File: src/rtl/nat_conn_arbiter.sv
// Round-robin arbiter sharing one connection-table lookup engine among NUM_REQ parsers,
// with a per-lookup timeout that answers with an error instead of hanging the requester.
module nat_conn_arbiter #(
  parameter int NUM_REQ = 2,
  parameter int TUPLE_W = 128,
  parameter int DATA_W  = 16,
  parameter int TIMEOUT = 255,
  localparam int GRANT_W = (NUM_REQ > 1) ? $clog2(NUM_REQ) : 1
) (
  input  logic                       clk,
  input  logic                       reset,
  input  logic [NUM_REQ*TUPLE_W-1:0] req_tuple_i,
  input  logic [NUM_REQ-1:0]         req_valid_i,
  output logic [DATA_W-1:0]          resp_data_o,
  output logic                       resp_err_o,
  output logic [NUM_REQ-1:0]         resp_valid_o,
  output logic [TUPLE_W-1:0]         eng_tuple_o,
  output logic                       eng_valid_o,
  input  logic [DATA_W-1:0]          eng_data_i,
  input  logic                       eng_valid_i,
  output logic                       busy_o,
  output logic [GRANT_W-1:0]         grant_o,
  output logic [15:0]                stat_timeouts_o
);

  typedef enum logic [1:0] {S_IDLE, S_WAIT, S_RESP, S_GAP} state_e;

  localparam int TMR_W = (TIMEOUT > 1) ? $clog2(TIMEOUT) : 1;
  localparam logic [TMR_W-1:0]   TMR_LAST = TMR_W'((TIMEOUT > 0) ? TIMEOUT - 1 : 0);
  localparam logic [GRANT_W-1:0] PTR_RST  = GRANT_W'(NUM_REQ - 1);

  state_e               state_q, state_d;
  logic [GRANT_W-1:0]   grant_q, grant_d;
  logic [TMR_W-1:0]     timer_q, timer_d;
  logic                 eng_valid_q, eng_valid_d;
  logic [TUPLE_W-1:0]   eng_tuple_q, eng_tuple_d;
  logic [NUM_REQ-1:0]   resp_valid_q, resp_valid_d;
  logic [DATA_W-1:0]    resp_data_q, resp_data_d;
  logic                 resp_err_q, resp_err_d;
  logic                 busy_q, busy_d;
  logic [15:0]          stat_q, stat_d;

  logic                 arb_found;
  logic [GRANT_W-1:0]   arb_idx;
  logic [2*NUM_REQ-1:0] req_dbl;
  logic [2*NUM_REQ-1:0] req_rot;
  logic [NUM_REQ-1:0]   grant_onehot;
  int                   arb_off;

  // Rotate the request vector so bit 0 is the requester just after the pointer;
  // the lowest set bit of the rotated vector is then the round-robin winner.
  always_comb begin
    req_dbl   = {req_valid_i, req_valid_i};
    req_rot   = req_dbl >> (int'(grant_q) + 1);
    arb_found = |req_valid_i;
    arb_off   = 0;
    for (int j = NUM_REQ - 1; j >= 0; j--) begin
      if (req_rot[j]) begin
        arb_off = j;
      end
    end
    arb_idx = GRANT_W'((int'(grant_q) + 1 + arb_off) % NUM_REQ);
  end

  always_comb begin
    grant_onehot = '0;
    for (int i = 0; i < NUM_REQ; i++) begin
      grant_onehot[i] = (GRANT_W'(i) == grant_q);
    end
  end

  always_comb begin
    state_d      = state_q;
    grant_d      = grant_q;
    timer_d      = timer_q;
    eng_valid_d  = eng_valid_q;
    eng_tuple_d  = eng_tuple_q;
    resp_valid_d = '0;
    resp_data_d  = resp_data_q;
    resp_err_d   = resp_err_q;
    stat_d       = stat_q;

    case (state_q)
      S_IDLE: begin
        if (arb_found) begin
          grant_d     = arb_idx;
          eng_tuple_d = req_tuple_i[int'(arb_idx)*TUPLE_W +: TUPLE_W];
          eng_valid_d = 1'b1;
          timer_d     = '0;
          state_d     = S_WAIT;
        end
      end
      S_WAIT: begin
        timer_d = timer_q + 1'b1;
        // A result arriving on the final timer cycle still counts as a normal answer.
        if (eng_valid_i) begin
          resp_data_d  = eng_data_i;
          resp_err_d   = 1'b0;
          eng_valid_d  = 1'b0;
          resp_valid_d = grant_onehot;
          state_d      = S_RESP;
        end else if ((TIMEOUT != 0) && (timer_q == TMR_LAST)) begin
          resp_data_d  = '0;
          resp_err_d   = 1'b1;
          eng_valid_d  = 1'b0;
          resp_valid_d = grant_onehot;
          stat_d       = (stat_q == 16'hFFFF) ? stat_q : stat_q + 16'd1;
          state_d      = S_RESP;
        end
      end
      S_RESP:  state_d = S_GAP;
      S_GAP:   state_d = S_IDLE;
      default: state_d = S_IDLE;
    endcase

    busy_d = (state_d != S_IDLE);
  end

  always_ff @(posedge clk) begin
    if (!reset) begin
      state_q      <= S_IDLE;
      grant_q      <= PTR_RST;
      timer_q      <= '0;
      eng_valid_q  <= 1'b0;
      eng_tuple_q  <= '0;
      resp_valid_q <= '0;
      resp_data_q  <= '0;
      resp_err_q   <= 1'b0;
      busy_q       <= 1'b0;
      stat_q       <= '0;
    end else begin
      state_q      <= state_d;
      grant_q      <= grant_d;
      timer_q      <= timer_d;
      eng_valid_q  <= eng_valid_d;
      eng_tuple_q  <= eng_tuple_d;
      resp_valid_q <= resp_valid_d;
      resp_data_q  <= resp_data_d;
      resp_err_q   <= resp_err_d;
      busy_q       <= busy_d;
      stat_q       <= stat_d;
    end
  end

  assign resp_data_o     = resp_data_q;
  assign resp_err_o      = resp_err_q;
  assign resp_valid_o    = resp_valid_q;
  assign eng_tuple_o     = eng_tuple_q;
  assign eng_valid_o     = eng_valid_q;
  assign busy_o          = busy_q;
  assign grant_o         = grant_q;
  assign stat_timeouts_o = stat_q;

endmodule

File: config.mk
export PLATFORM = sky130hd
export DESIGN_NAME = nat_conn_arbiter
export DESIGN_NICKNAME = d
export VERILOG_FILES = /design/src/rtl/nat_conn_arbiter.sv
export SDC_FILE = /design/constraint.sdc
export NUM_CORES = 1
export LEC_CHECK = 0
export ABC_AREA = 1
export CORE_AREA = 3 3 172 174
export CTS_BUF_LIST = sky130_fd_sc_hd__clkbuf_4
export DETAILED_ROUTE_END_ITERATION = 10
export DIE_AREA = 0 0 175 177
export PLACE_DENSITY = 0.66
export SYNTH_ARGS = -nofsm -noshare
export SYNTH_HDL_FRONTEND = slang
export SYNTH_SLANG_ARGS = --single-unit
File: constraint.sdc
create_clock -name clk -period 1.3 [get_ports clk]
set_input_delay 0.325 -clock clk [delete_from_list [all_inputs] [get_ports clk]]
set_output_delay 0.325 -clock clk [all_outputs]
set_load 0.005 [all_outputs]
==> impl_metrics.toml, run 1 <==
[yosys]
yosys_warnings = 0
avgSynthCellArea_um2 = 7.004
syn_nets = 1447
synth_top_area_cell = "dfxtp_1"
synthCells = 1167
netlist_top_cells_area = "dfxtp_1 (43%), nand2_1 (16%), o211ai_1 (12%), nand3_1 (9.2%), inv_1 (7.4%)"
ys_ff_latch = 176
yosysUniqueCellTypes = 28
yosysSeqAreaShare_pct = 43.10
synthesis.area_um2 = 8174
netlist.area_leader.share_pct = 43.10

[setup_path]
critPathKind = "reg -> reg"
start_kind = "flip-flop"
critical_path_depth = 12
crit_buf_inv = 3
reg2reg_to = "stat_timeouts_o[2]"
reg2reg_slack_ps = -280
cp-startpoint = "timer_q[0]"
worstPathMaxFanout = 4
critPathMostFrequentCell = "nand2_2"
path_delay_family = "simple AND/OR/NAND/NOR gates"
crit_chain = "inv_2, ha_4, nand2_2, nor2_2, nand2_2, buf_12, nor2_4, buf_6, nand3_4, nand2_2, nand2_1, nor2_1"
endpoint_kind = "flip-flop"
cp_slowest_cell = "dfxtp_2"
worstPathArrival_ps = 2090
cp_data_required_time_ps = 1810
r2r_start = "timer_q[0]"
slowest_delay_ps = 360
reg2regPathDepth = 12
crit_end = "stat_timeouts_o[2]"

[sta]
finalWorstSetupSlack_ps = -277.0
clock_skew_ps = 31.07
fmax_mhz = 634.1
tightest_slew_ps = 346.7
setup_viol = 332
relSlewSlack_pct = 76.88
grt_setup_unrepaired = "yes"
min_period_over_period_pct = 121.3
report.final.slew_viol_count = 0
post-route-min-period_ps = 1577
hold_viol_final = 0

[floorplan]
die_area_um2 = 30980
core-area_um2 = 27930
dieHeight_um = 177
die_w_um = 175
io_pins = 443
rows = 61
initial_utilization_pct = 29.26

[pwr]
p_leak_nw = 7.017
power_density_nw_per_um2 = 1014
power_w = 0.01507
ir_worst_vdd_mv = 0.5444

[min_path]
hold_class = "in -> reg"

[cts]
holdBufCountCts = 0
clock-root-buffer = "clkbuf_4"
cts_tree = "done"
worstSkewPairLatency_ps = 560
clockBufferDepth = 2
cts_htree_levels = 4
cts.sinks = 176
clk_pin_slew_ps = 180
cts_made_buffers = 17

[layout]
final_cell_mix = "nand2_1 (320), clkdlybuf4s50_1 (275), dfxtp_2 (161)"
nets = 1956
final_core_utilization_pct = 53.19
final_area_um2 = 14860
drive_above_1_share_pct = 34.22
final.fill_count = 2647
final_common_cell = "nand2_1"
syn_to_final_growth_pct = 81.77

[placed_design]
placed_area_um2 = 13580
place.gp.congestion = 0.8376
dp_hpwl_mm = 24.32
portBuffers = 442

[global_route]
grt_pass1_wl_mm = 52.18
grt.overflow.total = 0
antenna_found_initial = 3
grt_start_max_net_pins = 73
grt_pass1_vias = 9651
gr-usage-all-layers_pct = 21.19

[detailed_routing]
final_antenna_net_count = 0
route.detailed.drc = 0
drt_wl_total_mm = 35.03
wl_per_cell_um = 16.94
vias_per_cell = 4.729
firstDrtPassIters = 5
drt-initial-drc-count = 431
vias = 9780

[outcome]
status = "complete, but fails checks"
violations = "negative setup slack"

[flow_run]
cap_viol_max_count = 0
## flip-flops by register name, indices dropped and copies added, names as in the netlist
signal / cells
timer_q: 8
eng_valid_o: 1
grant_o: 1
resp_data_o: 16
resp_err_o: 1
busy_o: 1
resp_valid_o: 2
stat_timeouts_o: 16
eng_tuple_o: 128
state_q: 2
## tightest hold or removal path, stage by stage
cell and delay [ps]:
buf_4 150, buf_12 180, nand2_1 90, nor2_1 30
## report_power, final
part / internal (W) / switching [W]
logic: 0.00297 / 0.00237
clock network: 0.000893 / 0.00225
registers: 0.00615 / 0.000438
total: 0.0100 / 0.00505
## final cells by class
type                            instances  area (um^2)  area share (%)
Clock inverter                         13        125.1          0.8421
Tap cell                              378        473.0           3.183
Inverter                              170        640.6           4.312
Sequential cell                       176         3747           25.22
Multi-Input combinational cell        740         3915           26.35
Antenna cell                            1        2.502         0.01684
Clock buffer                           19        142.6          0.9600
Timing Repair Buffer                  571         5812           39.12
## routing by layer
layer / share of wire (%) / track usage (%)
met1: 38 / 24.08
met2: 51 / 38.17
met3: 8.7 / 7.057
met4: 2.0 / 5.519
met5: 0.077 / 0
## cells in the mapped netlist, drive strengths merged
master / instances
buf: 57
nand4: 11
nand3b: 1
nand3: 151
a41oi: 1
a21oi: 27
nor2: 47
clkbuf: 25
or2: 1
nor3: 3
o31ai: 1
ha: 3
a211oi: 2
o2bb2ai: 1
o21bai: 1
dfxtp: 176
o21ai: 10
nand2: 351
o211ai: 128
inv: 170
## worst min path at each step
stage                   start            endpoint  cells past startpoint  slack [ps]
2_1_floorplan      timer_q[0]          timer_q[0]                      1         430
3_3_place_gp   resp_data_o[7]      resp_data_o[7]                      2         450
3_5_place_dp   resp_data_o[1]      resp_data_o[1]                      2         450
4_1_cts                 reset  stat_timeouts_o[6]                      4         160
5_1_grt                 reset  stat_timeouts_o[6]                      4         140
6_report                reset  stat_timeouts_o[6]                      4         240
## per-stage QoR
step / setup WS, ps / hold slack [ps] / instances / TNS [ps]
floorplan: -115.9 / 433.4 / 1167 / -1400
global placement: -696.5 / 447.0 / 1987 / -96890
detailed placement: -746.5 / 452.1 / 1987 / -101180
CTS: -258.7 / 162.4 / 2056 / -50400
global route: -382.7 / 139.6 / 2068 / -69630
finish: -277.0 / 237.6 / 2068 / -34190
## kinds of logic after synthesis
group	count (synthesis)	synth area share (%)
and+or+nand+nor	565	29.22
buffers and inverters	252	12.61
adders and majority gates	3	0.4593
DFF	176	43.10
AOI/OAI and AO/OA	171	14.60
## timing repair
action,in CTS,in global routing
setup endpoints to repair,334,342
resized for setup,1000,57
buffers inserted,31,7
cloned,6,4
pin swaps,11,33
Note: power is estimated with default switching activity, not from simulation.
==> inputs of run 2 (changes only) <==
- CTS_CLUSTER_DIAMETER: not set -> 120
- REMOVE_ABC_BUFFERS: not set -> 1
==> run 2 against run 1 <==
Against the previous run: the run still ends with negative setup slack left; critical path type is now in -> reg; critical path depth fell by 4; combinational power rose by 10%; via count fell by 0.18%; sequential power barely moved; worst setup slack improved by 16 ps; largest cell class unchanged; die area did not move.
==> impl_metrics.toml, run 2 (synthesis gave the netlist of run 1 again) <==
[outcome]
status = "complete, but fails checks"
violations = "negative setup slack"

[placed_design]
place.gp.congestion = 0.9078
post-place-ws_ps = -748.8
placed_area_um2 = 13650
portBuffers = 442
dp_hpwl_mm = 24.49

[sta]
finalWorstSetupSlack_ps = -261.3
min_period_over_period_pct = 120.1
grt_setup_unrepaired = "yes"
hold_viol_final = 0
post-route-min-period_ps = 1561
relSlewSlack_pct = 76.79
fmax_mhz = 640.5
report.final.slew_viol_count = 0
fin_tns_setup_ps = -36470
setup_viol = 339
clock_skew_ps = 32.33
tightest_slew_ps = 348.2

[flow_run]
cap_viol_max_count = 0

[global_route]
grt_pass1_vias = 9754
grt_pass1_wl_mm = 52.63
grt_start_max_net_pins = 67
gr-usage-all-layers_pct = 21.22
grt.overflow.total = 0
antenna_found_initial = 3

[cts]
cts_tree = "done"
worstSkewPairLatency_ps = 560
cts.sinks = 176
clock-root-buffer = "clkbuf_4"
clk_pin_slew_ps = 160
clockBufferDepth = 2
cts_htree_levels = 4
cts_made_buffers = 17

[setup_path]
endpoint_kind = "flip-flop"
worstPathMaxFanout = 9
cp_data_required_time_ps = 1750
critPathKind = "in -> reg"
worstPathArrival_ps = 2010
start_kind = "input pin"

[pwr]
power_frac_comb_pct = 37.8
p_leak_nw = 7.251
power_density_nw_per_um2 = 1011
netSwitchingFraction_pct = 33.91
ir_worst_vdd_mv = 0.5687
p_int_w = 0.01032
power_switching_w = 0.005295
power_frac_clock_pct = 20.0
p_seq_share_pct = 42.2

[layout]
syn_to_final_growth_pct = 88.83
final_common_cell = "nand2_1"
final.fill_count = 2557
nets = 1974
drive_above_1_share_pct = 38.78
final_cell_mix = "nand2_1 (292), clkdlybuf4s50_1 (275), dfxtp_2 (162)"
largest_reg_flops = 128
final_area_um2 = 15430

[detailed_routing]
final_antenna_net_count = 0
vias_per_cell = 4.675
wl_per_cell_um = 16.75
vias = 9762
drt-initial-drc-count = 511
firstDrtPassIters = 6
drt_wl_total_mm = 34.98
route.detailed.drc = 0

[floorplan]
rows = 61
dieHeight_um = 177
die_w_um = 175
die_area_um2 = 30980
core-area_um2 = 27930
io_pins = 443
initial_utilization_pct = 29.26

[min_path]
hold_class = "in -> reg"
run 2: changes by cell type in the layout (fill, tap and decap cells not counted), sizes merged:
cell	delta
nor2	-1
bufbuf	+1
diode	+2
clkinvlp	+1
clkbuf	-2
clkinv	-1
buf	+18
inv	+2
run 2: what timing repair did:
item	in CTS	in global routing
gates cloned	9	4
endpoints found under the setup margin	339	341
hold buffers	0	0
pin swaps	22	29
gates resized for setup	1082	87
hold endpoints to repair	0	0
setup buffers	31	5
run 2: power groups by stage:
stage / sequential (W) / clock [W] / combinational, W
5_1_grt: 0.00666 / 0.00350 / 0.00638
6_report: 0.00658 / 0.00313 / 0.00590
4_1_cts: 0.00658 / 0.00327 / 0.00574
3_5_place_dp: 0.00649 / 0 / 0.00520
3_3_place_gp: 0.00649 / 0 / 0.00516
2_1_floorplan: 0.00651 / 0 / 0.00190
run 2: worst paths after layout:
path | startpoint | endpoint | slack [ps] | depth (start not counted)
min reg2reg | resp_data_o[3] | resp_data_o[3] | 480 | 2
min | reset | eng_tuple_o[95] | 240 | 4
max | req_valid_i[0] | timer_q[4] | -260 | 8
max reg2reg | grant_o | eng_tuple_o[19] | -230 | 11
run 2: per-stage QoR:
stage	power [W]	util, %	hold WS (ps)	cells
after floorplan	0.008411	-	442.9	1085
after global placement	0.01164	48.88	444.6	2005
after detailed placement	0.01168	48.88	454.3	2005
after CTS	0.01559	53.74	175.7	2077
after global routing	0.01655	55.25	186.9	2088
final	0.01561	55.25	238.2	2088
run 2: layer usage:
metal	share of wire, %	vias to the layer above	global-route usage, %
met2	50	361	37.32
met3	6.6	52	5.234
met5	0	-	0
met1	40	4515	24.98
li1	-	4834	-
met4	2.9	0	8.045
run 2: critical path, stage by stage:
cell             delay (ps)
clkdlybuf4s50_1         510
nor2_2                  230
nor3_4                   50
buf_4                   130
bufbuf_16               270
nor2_1                  170
inv_1                    90
a211oi_1                230
run 2: cell type report:
cell class	instances	area [um^2]	share of cell area [%]
timing repair buffer	590	6083	39.41
clock inverter	15	146.4	0.9484
tap	378	473.0	3.064
inverter	170	654.4	4.240
sequential	176	3752	24.31
antenna	3	7.507	0.04864
clock buffer	17	127.6	0.8268
multi-input combinational	739	4190	27.15
